<file path="src/rtl/axi_line_refill_rd.sv">
// axi_line_refill_rd
// Turns one cache-line refill request into a single AXI AR burst, gathers the
// R beats into a full line and returns it with a merged response. Only one
// transaction is in flight at a time.
//
// Ports
//   clk, rst                 clock, asynchronous active-high reset
//   req_valid/ready/addr/id  refill request from the miss handler
//   ar_*                     AXI read address channel (master side)
//   r_*                      AXI read data channel (master side)
//   rsp_valid/ready          line response handshake
//   rsp_line                 assembled line, beat k at [k*DATA_W +: DATA_W]
//   rsp_id                   id of the request
//   rsp_resp                 worst R response seen (EXOKAY folded into OKAY)
//   rsp_err                  bus error, id mismatch or r_last misplacement
module axi_line_refill_rd #(
  parameter int ADDR_W     = 40,
  parameter int DATA_W     = 128,
  parameter int ID_W       = 5,
  parameter int LINE_BYTES = 64,
  parameter int WRAP_EN    = 0
) (
  input  logic                    clk,
  input  logic                    rst,
  input  logic                    req_valid,
  output logic                    req_ready,
  input  logic [ADDR_W-1:0]       req_addr,
  input  logic [ID_W-1:0]         req_id,
  output logic                    ar_valid,
  input  logic                    ar_ready,
  output logic [ID_W-1:0]         ar_id,
  output logic [ADDR_W-1:0]       ar_addr,
  output logic [7:0]              ar_len,
  output logic [2:0]              ar_size,
  output logic [1:0]              ar_burst,
  output logic                    ar_lock,
  output logic [3:0]              ar_cache,
  output logic [2:0]              ar_prot,
  input  logic                    r_valid,
  output logic                    r_ready,
  input  logic [ID_W-1:0]         r_id,
  input  logic [DATA_W-1:0]       r_data,
  input  logic [1:0]              r_resp,
  input  logic                    r_last,
  output logic                    rsp_valid,
  input  logic                    rsp_ready,
  output logic [LINE_BYTES*8-1:0] rsp_line,
  output logic [ID_W-1:0]         rsp_id,
  output logic [1:0]              rsp_resp,
  output logic                    rsp_err
);

  localparam int BPB     = DATA_W / 8;
  localparam int SIZE    = $clog2(BPB);
  localparam int LINE_SH = $clog2(LINE_BYTES);
  localparam int BEATS   = LINE_BYTES / BPB;
  localparam int IDX_W   = (BEATS > 1) ? $clog2(BEATS) : 1;
  localparam int CNT_W   = $clog2(BEATS + 1);
  localparam int LINE_W  = LINE_BYTES * 8;
  // A single-beat line has nothing to wrap around, so it always goes out INCR.
  localparam bit USE_WRAP = (WRAP_EN != 0) && (BEATS > 1);

  localparam logic [ADDR_W-1:0] LINE_MASK = ~((ADDR_W'(1) << LINE_SH) - ADDR_W'(1));
  localparam logic [ADDR_W-1:0] BEAT_MASK = ~((ADDR_W'(1) << SIZE) - ADDR_W'(1));

  typedef enum logic [2:0] {
    S_IDLE,
    S_ADDR,
    S_DATA,
    S_DRAIN,
    S_RESP
  } state_t;

  // Severity order DECERR(3) > SLVERR(2) > OKAY(0); once EXOKAY is mapped to
  // OKAY the numeric order matches the severity order.
  function automatic logic [1:0] merge_resp(input logic [1:0] acc, input logic [1:0] resp);
    logic [1:0] r;
    r = (resp == 2'b01) ? 2'b00 : resp;
    return (r > acc) ? r : acc;
  endfunction

  state_t               state_q, state_d;
  logic [CNT_W-1:0]     cnt_q;
  logic [1:0]           resp_q;
  logic                 err_q;
  logic [ID_W-1:0]      id_q;
  logic [ADDR_W-1:0]    addr_q;
  logic [IDX_W-1:0]     start_q;
  logic [LINE_W-1:0]    line_q;

  logic                 req_hs, ar_hs, r_hs, rsp_hs;
  logic                 last_beat;
  logic                 beat_err;
  logic [IDX_W-1:0]     slot;

  assign req_hs    = req_valid & req_ready;
  assign ar_hs     = ar_valid & ar_ready;
  assign r_hs      = r_valid & r_ready;
  assign rsp_hs    = rsp_valid & rsp_ready;
  assign last_beat = (cnt_q == CNT_W'(BEATS - 1));
  // r_last must coincide exactly with the final beat; either mismatch is an error.
  assign beat_err  = r_resp[1] | (r_id != id_q) | (r_last != last_beat);
  // Slot index wraps naturally in IDX_W bits because BEATS is a power of two.
  assign slot      = start_q + IDX_W'(cnt_q);

  // Stage: state register
  always_ff @(posedge clk or posedge rst) begin
    if (rst) begin
      state_q <= S_IDLE;
    end else begin
      state_q <= state_d;
    end
  end

  // Stage: next state and channel handshake outputs
  always_comb begin
    state_d   = state_q;
    req_ready = 1'b0;
    ar_valid  = 1'b0;
    r_ready   = 1'b0;
    rsp_valid = 1'b0;
    case (state_q)
      S_IDLE: begin
        req_ready = 1'b1;
        if (req_hs) state_d = S_ADDR;
      end
      S_ADDR: begin
        ar_valid = 1'b1;
        if (ar_hs) state_d = S_DATA;
      end
      S_DATA: begin
        r_ready = 1'b1;
        if (r_hs) begin
          if (r_last)         state_d = S_RESP;
          else if (last_beat) state_d = S_DRAIN;
        end
      end
      S_DRAIN: begin
        r_ready = 1'b1;
        if (r_hs && r_last) state_d = S_RESP;
      end
      S_RESP: begin
        rsp_valid = 1'b1;
        if (rsp_hs) state_d = S_IDLE;
      end
      default: state_d = S_IDLE;
    endcase
  end

  // Stage: beat counter and merged response status
  always_ff @(posedge clk or posedge rst) begin
    if (rst) begin
      cnt_q  <= '0;
      resp_q <= 2'b00;
      err_q  <= 1'b0;
    end else if (req_hs) begin
      cnt_q  <= '0;
      resp_q <= 2'b00;
      err_q  <= 1'b0;
    end else if (state_q == S_DATA && r_hs) begin
      cnt_q  <= cnt_q + CNT_W'(1);
      resp_q <= merge_resp(resp_q, r_resp);
      err_q  <= err_q | beat_err;
    end
  end

  // Stage: request capture and line assembly (data path, not reset)
  always_ff @(posedge clk) begin
    if (req_hs) begin
      id_q    <= req_id;
      addr_q  <= USE_WRAP ? (req_addr & BEAT_MASK) : (req_addr & LINE_MASK);
      start_q <= USE_WRAP ? IDX_W'(req_addr >> SIZE) : '0;
    end
    if (state_q == S_DATA && r_hs) begin
      line_q[slot*DATA_W +: DATA_W] <= r_data;
    end
  end

  assign ar_id    = id_q;
  assign ar_addr  = addr_q;
  assign ar_len   = 8'(BEATS - 1);
  assign ar_size  = 3'(SIZE);
  assign ar_burst = USE_WRAP ? 2'b10 : 2'b01;
  assign ar_lock  = 1'b0;
  assign ar_cache = 4'b0011;
  assign ar_prot  = 3'b000;

  assign rsp_line = line_q;
  assign rsp_id   = id_q;
  assign rsp_resp = resp_q;
  assign rsp_err  = err_q;

endmodule

</file>
<file path="config.mk">
export PLATFORM = sky130hd
export DESIGN_NAME = axi_line_refill_rd
export DESIGN_NICKNAME = d
export VERILOG_FILES = /design/src/rtl/axi_line_refill_rd.sv
export SDC_FILE = /design/constraint.sdc
export NUM_CORES = 1
export LEC_CHECK = 0
export CELL_PAD_IN_SITES_DETAIL_PLACEMENT = 1
export CELL_PAD_IN_SITES_GLOBAL_PLACEMENT = 2
export CORE_AREA = 2 2 302 304
export CTS_CLUSTER_DIAMETER = 50
export DETAILED_ROUTE_END_ITERATION = 6
export DIE_AREA = 0 0 304 306
export DONT_BUFFER_PORTS = 1
export PLACE_DENSITY = 0.62
export SLEW_MARGIN = 20
export SYNTH_ARGS = -nofsm -noshare
export SYNTH_HDL_FRONTEND = slang
export SYNTH_SLANG_ARGS = --single-unit
</file>
<file path="constraint.sdc">
create_clock -name clk -period 4.05 [get_ports clk]
set_input_delay 0.405 -clock clk [delete_from_list [all_inputs] [get_ports clk]]
set_output_delay 0.405 -clock clk [all_outputs]
set_load 0.02 [all_outputs]
</file>
==> reports/metrics.cfg, run 1 <==
[timing]
hold_violations=0
min_period_ps=2740
relSlewSlack_pct=38.5
skew_ps=41.0
worst_pin_slew_ps=922
final_max_slew_viol_count=0
tns_ps=0
grt_setup_unrepaired=no
finalSetupViolCount=0
fmax_mhz=366
finalCritPeriodShare_pct=67.6

[routing]
ant_nets=0
routed_via_density=4.08
drc=0
vias=11000
drt_first_pass_iters=5
drtIter0Drc=743
finalWirelength_mm=65.1
wl_per_cell_um=24.2

[yosys]
synth_common_cells=edfxtp_1, and2_1, clkbuf_2, buf_4, clkbuf_1
yosysMostFrequentCell=edfxtp_1
synth_flop_cell=edfxtp_1
async_reset_ff_share_pct=1.61
synthCells=1240
syn_avg_cell_area_um2=17.0
ys_ff_latch=560
synth.area.top_cells=edfxtp_1, and2_1, buf_4, dfrtp_1, clkbuf_2
seq_area_frac_synth_pct=79.7
synth_edf_count=551
synth_warnings=0
synth_area_leader_cell=edfxtp_1
ys_types=35
netlist_area_um2=21100
synthDominantCellAreaShare_pct=78.6

[floorplan]
die_w_um=304
die_y_um=306
dieArea_um2=93000
pin_count=777
core-area_um2=89600
initial_core_util_pct=23.5
rows=110

[critical_path]
crit_path_start_kind=flip-flop
critPathKind=reg -> reg
crit_fanout=27
r2r_slack_ps=1310
cp_slowest_cell=nor3_4
cpPeakStageDelay_ps=760
crit_path_end_kind=flip-flop
worstPathRequired_ps=4510
crit_chain=inv_2 > ha_1 > nor3_4 > buf_4 > and2_1
arrival_ps=3200

[placement]
io_buffers=0
gp_congestion=0.763
placed_cell_area_um2=22500
dpl.hpwl_mm=42.3

[finish]
drive_gt1_share_pct=9.81
area_delta_synth_final_pct=26.8
fin_nets=1649
finalInstanceArea_um2=26700

[global_routing]
grtUsageTotal_pct=13.6
grt_util_met2_pct=25.1
grt_max_degree=73
antenna_found_initial=7
grt_pass1_vias=12000
gr-max-usage-layer=met2
met1_usage_pct=14.4
grt-ovfl-total=0
grt_pass1_wl_mm=92.1
grtUsageMet3_pct=5.07

[cts]
clock_path_buffers=3
clkLatencyLatePin_ps=630
htree_levels=3
cts_tree=done
clock_sinks=560
clkTransAtPathRegs_ps=60
root_buffer=clkbuf_16
cts_made_buffers=73
cts_hold_buf=174
post_cts_resized=0
cts_setup_buffers=0

[run_status]
status=finished, final reports clean

[min_path]
min_path_type=in -> reg

[power]
vdd_drop_max_mv=0.372
power.leakage_nw=9.19
cellPowerDensity_nw_per_um2=645
total_power_w=0.0172

[job]
drv_cap=0

==> layout by cell type (no fill, tap or decap), types with 2 or more instances in the layout <==
cell | synthesis | routed
dlygate4sd3_1 | 0 | 174
clkinv_1 | 0 | 11
buf_12 | 0 | 13
xor2_1 | 5 | 5
clkinv_4 | 0 | 2
diode_2 | 0 | 2
inv_1 | 9 | 9
o22ai_1 | 2 | 2
nor4_1 | 2 | 2
nand2b_1 | 3 | 3
a21oi_1 | 4 | 4
ha_1 | 9 | 9
dfrtp_1 | 9 | 9
clkbuf_1 | 12 | 16
edfxtp_1 | 551 | 551
inv_6 | 0 | 5
clkinv_16 | 0 | 4
o21a_1 | 2 | 2
bufinv_16 | 0 | 6
and2_4 | 0 | 4
nor3_4 | 0 | 2
and2_1 | 516 | 512
clkbuf_16 | 0 | 73
buf_4 | 37 | 19
conb_1 | 2 | 27
inv_8 | 0 | 4
a22o_1 | 2 | 2
clkinv_2 | 0 | 2
nor2_1 | 6 | 6
nand2_1 | 4 | 4
clkinvlp_4 | 0 | 5
nor2b_1 | 2 | 2
nor3b_4 | 0 | 3
==> logic make-up after synthesis <==
| family | Yosys count | synth area share (%) |
|---|---|---|
| compound gates | 15 | 0.505 |
| fa+ha+maj | 9 | 0.535 |
| simple gates | 544 | 16.2 |
| xor+xnor | 6 | 0.250 |
| buf+inv | 103 | 2.76 |
| other cells | 2 | 0.0357 |
| flops | 560 | 79.7 |
| mux | 1 | 0.0475 |
==> per-stage QoR <==
stage	hold slack [ps]	utilization, %	cells	setup slack (ps)
final	43.8	29.8	2686	1310
after detailed placement	338	25.1	2380	1270
after floorplan	233	-	1265	1100
after global placement	329	25.1	2380	1350
after CTS	8.50	29.8	2684	1270
after global routing	2.06	29.8	2685	1080
==> worst paths after layout <==
kind | startpoint | endpoint | cells past startpoint
max | cnt_q[0] | rsp_line[459] | 5
min | r_data[122] | rsp_line[122] | 1
max reg2reg | cnt_q[0] | rsp_line[459] | 5
min reg2reg | cnt_q[2] | cnt_q[2] | 1
max in group asynchronous | rst | cnt_q[0] | 2
min in group asynchronous | rst | rsp_resp[0] | 2
==> area by class of cell <==
cell class              instances  area, um2
clock buffers                  89       1890
flip-flops and latches        560      16800
multi-input cells             602       3840
clock inverters                41        532
inverters                      10       37.5
repair buffers                206       2140
fillers                      9295      62900
diodes                          2       5.00
well taps                    1176       1470
==> metal layers <==
| layer | part of all wire, % | up-vias |
|---|---|---|
| met1 | 36 | 5547 |
| li1 | - | 4725 |
| met2 | 53 | 581 |
| met3 | 8.6 | 107 |
| met4 | 2.3 | 4 |
| met5 | 0.040 | - |
==> state kept, by name, summed over array words and instances (netlist names) <==
name,count
ar_id,5
rsp_resp,2
rsp_err,1
rsp_line,512
cnt_q,3
ar_addr,34
state_q,3
==> critical path: cells and delay by family, from the launching register on <==
| family | cells | cell delay (ps) |
|---|---|---|
| adder cells (fa/ha/maj) | 1 | 440 |
| buffers and inverters | 2 | 630 |
| flip-flops | 1 | 540 |
| AND/OR/NAND/NOR | 2 | 960 |
==> report_power, final <==
part	total [W]	internal, W	leakage [nW]	switching, W
registers	0.00822	0.00732	5.25	0.000903
clock network	0.00642	0.00379	1.15	0.00263
logic	0.00257	0.000949	2.79	0.00163
total	0.0172	0.0121	9.19	0.00516
(Power assumes the default switching activity.)
==> inputs of run 2 (changes only) <==
==> constraint.sdc (replaced) <==
create_clock -name clk -period 2.3 [get_ports clk]
set_input_delay 0.23 -clock clk [delete_from_list [all_inputs] [get_ports clk]]
set_output_delay 0.23 -clock clk [all_outputs]
set_load 0.02 [all_outputs]
==> reports/metrics.cfg, run 2 (synthesis results as in run 1) <==
[run_status]
status=finished, final reports clean

[critical_path]
crit_path_end_kind=flip-flop
crit_top_cell=buf_12
path_depth=7  ; +2
r2r_slack_ps=150  ; -1160 ps
cp.buffers_inverters=4  ; +2
critPathTopFamily=buffers and inverters
reg2regPathDepth=7  ; +2
r2r_end=rsp_line[22]
cp_slowest_cell=dfrtp_1
crit_fanout=43  ; +59%
critPathKind=reg -> reg
crit_chain=buf_4 > inv_2 > ha_1 > nor3b_4 > buf_12 > buf_12 > and2_1
worstReg2RegStart=cnt_q[0]
arrival_ps=2610  ; -590 ps
worstPathRequired_ps=2770  ; -1740 ps
cpPeakStageDelay_ps=390  ; -370 ps
crit_path_start_kind=flip-flop

[power]
power.leakage_nw=9.53  ; +3.8%
cellPowerDensity_nw_per_um2=1120  ; +73%
vdd_drop_max_mv=0.573  ; +54%

[finish]
multiInputGateArea_um2=3840  ; about the same
fin_nets=1703  ; +3.3%
final_cell_mix=edfxtp_1, and2_1, dlygate4sd3_1
drive_gt1_share_pct=12.9  ; +3.1 points
largest_register_ffs=512  ; unchanged
layout_commonest_cell=edfxtp_1
postLayoutCoreUtil_pct=30.5  ; +0.72 points
area_delta_synth_final_pct=29.8
final-seq-area_um2=16800  ; unchanged
finalInstanceArea_um2=27300  ; +2.4%
nFillCells=9306  ; +0.12%

[min_path]
min_to=state_q[0]
min_from=req_valid
holdPathStages=3  ; +2
min_path_type=in -> reg

[floorplan]
pin_count=777  ; unchanged
die_w_um=304  ; unchanged
rows=110  ; unchanged
die_y_um=306  ; unchanged
dieArea_um2=93000  ; unchanged
core-area_um2=89600  ; unchanged
initial_core_util_pct=23.5  ; unchanged

[cts]
clock_path_buffers=3  ; unchanged
root_buffer=clkbuf_16
clkLatencyLatePin_ps=610  ; -20 ps
clkTransAtPathRegs_ps=60  ; about the same
cts_tree=done
clock_sinks=560  ; unchanged
cts_made_buffers=72  ; -1.4%
htree_levels=3  ; unchanged

[placement]
gp_congestion=0.782  ; +2.4%
dpl.hpwl_mm=45.1  ; +6.5%
dp_slack_ps=230  ; -1040 ps
io_buffers=0  ; unchanged
placed_cell_area_um2=23200  ; +3.1%

[global_routing]
grt-ovfl-total=0  ; unchanged
grtUsageTotal_pct=13.9  ; +0.27 points
antenna_found_initial=9  ; +2
grt_pass1_wl_mm=94.1  ; +2.1%
grt_max_degree=45  ; -38%
grt_pass1_vias=12200  ; +2.0%

[routing]
drtIter0Drc=714  ; -3.9%
ant_nets=0  ; unchanged
drc=0  ; unchanged
routed_via_density=4.10  ; +0.34%
finalWirelength_mm=66.3  ; +1.8%
wl_per_cell_um=24.2  ; -0.20%
vias=11200  ; +2.4%
drt_first_pass_iters=4  ; -1

[timing]
fmax_mhz=466  ; +28%
skew_ps=26.2  ; -14.8 ps
hold_violations=0  ; unchanged
final_max_slew_viol_count=0  ; unchanged
min_period_ps=2150  ; -590 ps
setup_slack_ps=154  ; -1160 ps
finalSetupViolCount=0  ; unchanged
finalCritPeriodShare_pct=93.3  ; +26 points

[job]
drv_cap=0  ; unchanged

[run 2: cell types whose count changed in the layout (fill, tap and decap cells not counted), moves of 4 or more]
cell	before	now
clkinv_2	2	9
buf_12	13	39
buf_4	19	45
clkinvlp_4	5	1
[run 2: how the worst max path moves through the flow]
stage	startpoint	endpoint
after floorplan	state_q[2]	rsp_line[0]
after global placement	cnt_q[0]	rsp_line[122]
after detailed placement	cnt_q[1]	rsp_line[213]
after CTS	cnt_q[0]	state_q[1]
after global routing	cnt_q[0]	rsp_line[127]
final	cnt_q[0]	rsp_line[22]
[run 2: report_power, final]
| group | total (W) | leakage, nW | internal (W) | switching, W |
|---|---|---|---|---|
| Combinational | 0.00528 | 3.16 | 0.00219 | 0.00309 |
| Sequential | 0.0144 | 5.25 | 0.0129 | 0.00152 |
| Clock | 0.0109 | 1.13 | 0.00638 | 0.00451 |
[run 2: layer usage]
layer	up-vias	GRT usage (%)	part of all wire [%]
met3	122	5.09	8.4
li1	4840	-	-
met1	5665	14.8	36
met2	593	25.2	53
met4	6	5.07	3.2
met5	-	0	0.066
[run 2: layout make-up]
class	count	area share (%)
diodes	3	0.0275
clock buffers	88	6.85
clock inverters	41	1.63
inverters	10	0.137
multi-input cells	602	14.0
flip-flops and latches	560	61.4
well taps	1176	5.38
repair buffers	261	10.6
[run 2: per-stage QoR]
stage	total power [W]	instances	setup TNS (ps)	hold slack (ps)
6_report	0.0306	2741	0	63.1
4_1_cts	0.0310	2736	0	5.46
2_1_floorplan	0.0172	1265	-352200	57.9
3_5_place_dp	0.0197	2431	0	147
5_1_grt	0.0319	2740	-9.57	35.3
3_3_place_gp	0.0195	2431	0	142
[run 2: worst min-delay path, stage by stage]
cell and delay [ps]:
nand2b_1 90, a21oi_1 180, o21a_1 130
[run 2: timing repair]
item	in CTS	in global routing
setup buffers	0	2
setup endpoints to repair	0	2
hold endpoints to repair	566	1
hold buffers	176	1
gates resized for setup	0	2
==> inputs of run 3 (changes only) <==
--- a/config.mk
+++ b/config.mk
@@ -5,14 +5,16 @@
 export SDC_FILE = /design/constraint.sdc
 export NUM_CORES = 1
 export LEC_CHECK = 0
+export ABC_AREA = 1
 export CELL_PAD_IN_SITES_DETAIL_PLACEMENT = 1
 export CELL_PAD_IN_SITES_GLOBAL_PLACEMENT = 2
-export CORE_AREA = 2 2 302 304
+export CORE_AREA = 2 2 306 308
 export CTS_CLUSTER_DIAMETER = 50
 export DETAILED_ROUTE_END_ITERATION = 6
-export DIE_AREA = 0 0 304 306
+export DIE_AREA = 0 0 308 310
 export DONT_BUFFER_PORTS = 1
-export PLACE_DENSITY = 0.62
+export GPL_TIMING_DRIVEN = 0
+export PLACE_DENSITY = 0.63
 export SLEW_MARGIN = 20
 export SYNTH_ARGS = -nofsm -noshare
 export SYNTH_HDL_FRONTEND = slang
==> reports/metrics.cfg, run 3 <==
[routing]
drc=0  ; unchanged
wl_per_cell_um=30.0  ; +24%
ant_nets=0  ; unchanged
drt_first_pass_iters=7  ; +3
finalWirelength_mm=92.9  ; +40%
vias=13800  ; +23%
routed_via_density=4.46  ; +8.8%
drtIter0Drc=1145  ; +60%

[global_routing]
grt_max_degree=40  ; -11%
gr-max-usage-layer=met2
grtUsageMet3_pct=5.43  ; +0.34 points
antenna_found_initial=12  ; +3
grt_pass1_wl_mm=121  ; +29%
grt_util_met2_pct=31.4  ; +6.2 points
met1_usage_pct=22.2  ; +7.4 points
grt_pass1_vias=14500  ; +19%
grtUsageTotal_pct=18.7  ; +4.8 points
grt-ovfl-total=0  ; unchanged

[timing]
holdWs_ps=44.9  ; -18.2 ps
finalCritPeriodShare_pct=96.5  ; +3.2 points
min_period_ps=2220  ; +72.7 ps
relSlewSlack_pct=38.5
final_max_slew_viol_count=0  ; unchanged
finalSetupViolCount=0  ; unchanged
hold_violations=0  ; unchanged
fmax_mhz=451  ; -3.3%
grt_setup_unrepaired=yes
worst_pin_slew_ps=923
skew_ps=31.1  ; +4.90 ps

[cts]
clkLatencyLatePin_ps=630  ; +20 ps
cts_tree=done
htree_levels=3  ; unchanged
clock_sinks=560  ; unchanged
cts_made_buffers=73  ; +1.4%
clock_path_buffers=3  ; unchanged
clkTransAtPathRegs_ps=60  ; about the same
root_buffer=clkbuf_16

[yosys]
synth.area.top_cells=edfxtp_1, nor2_1, inv_1, nor3_1, nand2_1
syn_avg_cell_area_um2=13.9  ; -18%
synthDominantCellAreaShare_pct=78.5  ; about the same
synth_common_cells=edfxtp_1, nor2_1, inv_1, nand2_1, nor3_1
synth_area_leader_cell=edfxtp_1
ys_types=22  ; -37%
synth_warnings=0  ; unchanged
synth_edf_count=551  ; unchanged
yosysMostFrequentCell=edfxtp_1
synthCells=1516  ; +22%
synth_flop_cell=edfxtp_1
seq_area_frac_synth_pct=79.6  ; about the same
async_reset_ff_share_pct=1.61  ; unchanged
ys_ff_latch=560  ; unchanged
netlist_area_um2=21100  ; about the same

[critical_path]
arrival_ps=2570  ; -40 ps
endpoint=rsp_line[152]
critPathKind=reg -> reg
r2r_end=rsp_line[152]
crit_start=cnt_q[0]
worstReg2RegStart=cnt_q[0]
r2r_slack_ps=80  ; -70 ps
crit_fanout=10  ; -77%
crit_path_start_kind=flip-flop
crit_path_end_kind=flip-flop
reg2regPathDepth=9  ; +2
worstPathRequired_ps=2650  ; -120 ps

[finish]
final_cells=3097  ; +13%
postLayoutCoreUtil_pct=30.4  ; -0.12 points
largest_register_ffs=512  ; unchanged
drive_gt1_share_pct=15.8  ; +2.9 points
final_cell_mix=edfxtp_1, nor2_1, dlygate4sd3_1
nFillCells=9972  ; +7.2%
fin_nets=2035  ; +19%
area_delta_synth_final_pct=33.4
layout_commonest_cell=edfxtp_1

[min_path]
min_path_type=in -> reg

[floorplan]
dieArea_um2=95500  ; +2.6%
rows=112  ; +1.8%
die_w_um=308  ; +1.3%
core-area_um2=92500  ; +3.2%
pin_count=777  ; unchanged
initial_core_util_pct=22.8  ; -0.72 points
die_y_um=310  ; +1.3%

[job]
drv_cap=0  ; unchanged

[placement]
dpl.hpwl_mm=65.6  ; +46%
io_buffers=0  ; unchanged
placedCellCount=2765  ; +14%
gp_congestion=0.795  ; +1.7%

[power]
vdd_drop_max_mv=0.514  ; -10%
cellPowerDensity_nw_per_um2=1190  ; +6.9%
total_power_w=0.0336  ; +9.9%
power.leakage_nw=10.1  ; +6.0%

[run_status]
status=finished, final reports clean

run 3: cell type report:
| cell class | instances | area (um2) | share of cell area (%) |
|---|---|---|---|
| inverter | 164 | 616 | 2.19 |
| multi-input combinational | 710 | 3150 | 11.2 |
| clock inverter | 45 | 542 | 1.93 |
| buffer | 107 | 983 | 3.50 |
| tap | 1197 | 1500 | 5.33 |
| timing repair buffer | 223 | 2620 | 9.31 |
| clock buffer | 88 | 1930 | 6.85 |
| sequential | 560 | 16800 | 59.7 |
| antenna | 3 | 7.51 | 0.0267 |
run 3: worst min path at each step:
stage,depth (start not counted),slack [ps],endpoint,from
2_1_floorplan,1,60,cnt_q[0],rst
3_3_place_gp,1,140,state_q[1],rst
3_5_place_dp,1,150,state_q[0],rst
4_1_cts,7,0.8,rsp_err,r_id[4]
5_1_grt,2,50,cnt_q[1],rst
6_report,7,40,rsp_err,r_id[4]
run 3: metrics by stage:
step / area, um2 / setup WS (ps) / setup TNS [ps]
2_1_floorplan: 21200 / -885 / -445040
3_3_place_gp: 22700 / -2800 / -1538900
3_5_place_dp: 23300 / -1100 / -200860
4_1_cts: 27900 / 9.74 / 0
5_1_grt: 28100 / -92.5 / -2490
6_report: 28100 / 81.6 / 0
run 3: per-layer routing:
metal / up-vias / wire, um
met5: - / 60
met2: 924 / 45800
met4: 8 / 3320
met3: 185 / 7950
met1: 6972 / 35800
li1: 5709 / -
run 3: logic make-up after synthesis:
| logic type | after synthesis | share of synthesized area (%) |
|---|---|---|
| flops | 560 | 79.6 |
| compound gates | 8 | 0.202 |
| buf+inv | 271 | 6.19 |
| fa+ha+maj | 9 | 0.535 |
| other cells | 2 | 0.0356 |
| simple gates | 666 | 13.4 |
run 3: what timing repair did:
action / in CTS / in global routing
setup buffers: 9 / 4
endpoints found under the setup margin: 738 / 354
resized for setup: 69 / 36
gates cloned: 0 / 3
endpoints found under the hold margin: 561 / 0
hold buffers: 181 / 0
pin swaps: 3 / 4
run 3: where the power goes:
part	switching [W]	total (W)	internal, W	leakage, nW
clock network	0.00471	0.0117	0.00698	1.19
logic	0.00566	0.00762	0.00196	3.71
registers	0.00161	0.0143	0.0127	5.20
run 3: worst max-delay path, cell delays in order, from the launching register on:
cell and delay, ps:
dfrtp_2 400, inv_1 180, ha_1 270, buf_4 200
inv_2 100, nor2_2 40, inv_1 110, buf_8 220
buf_6 250, nor2_1 140
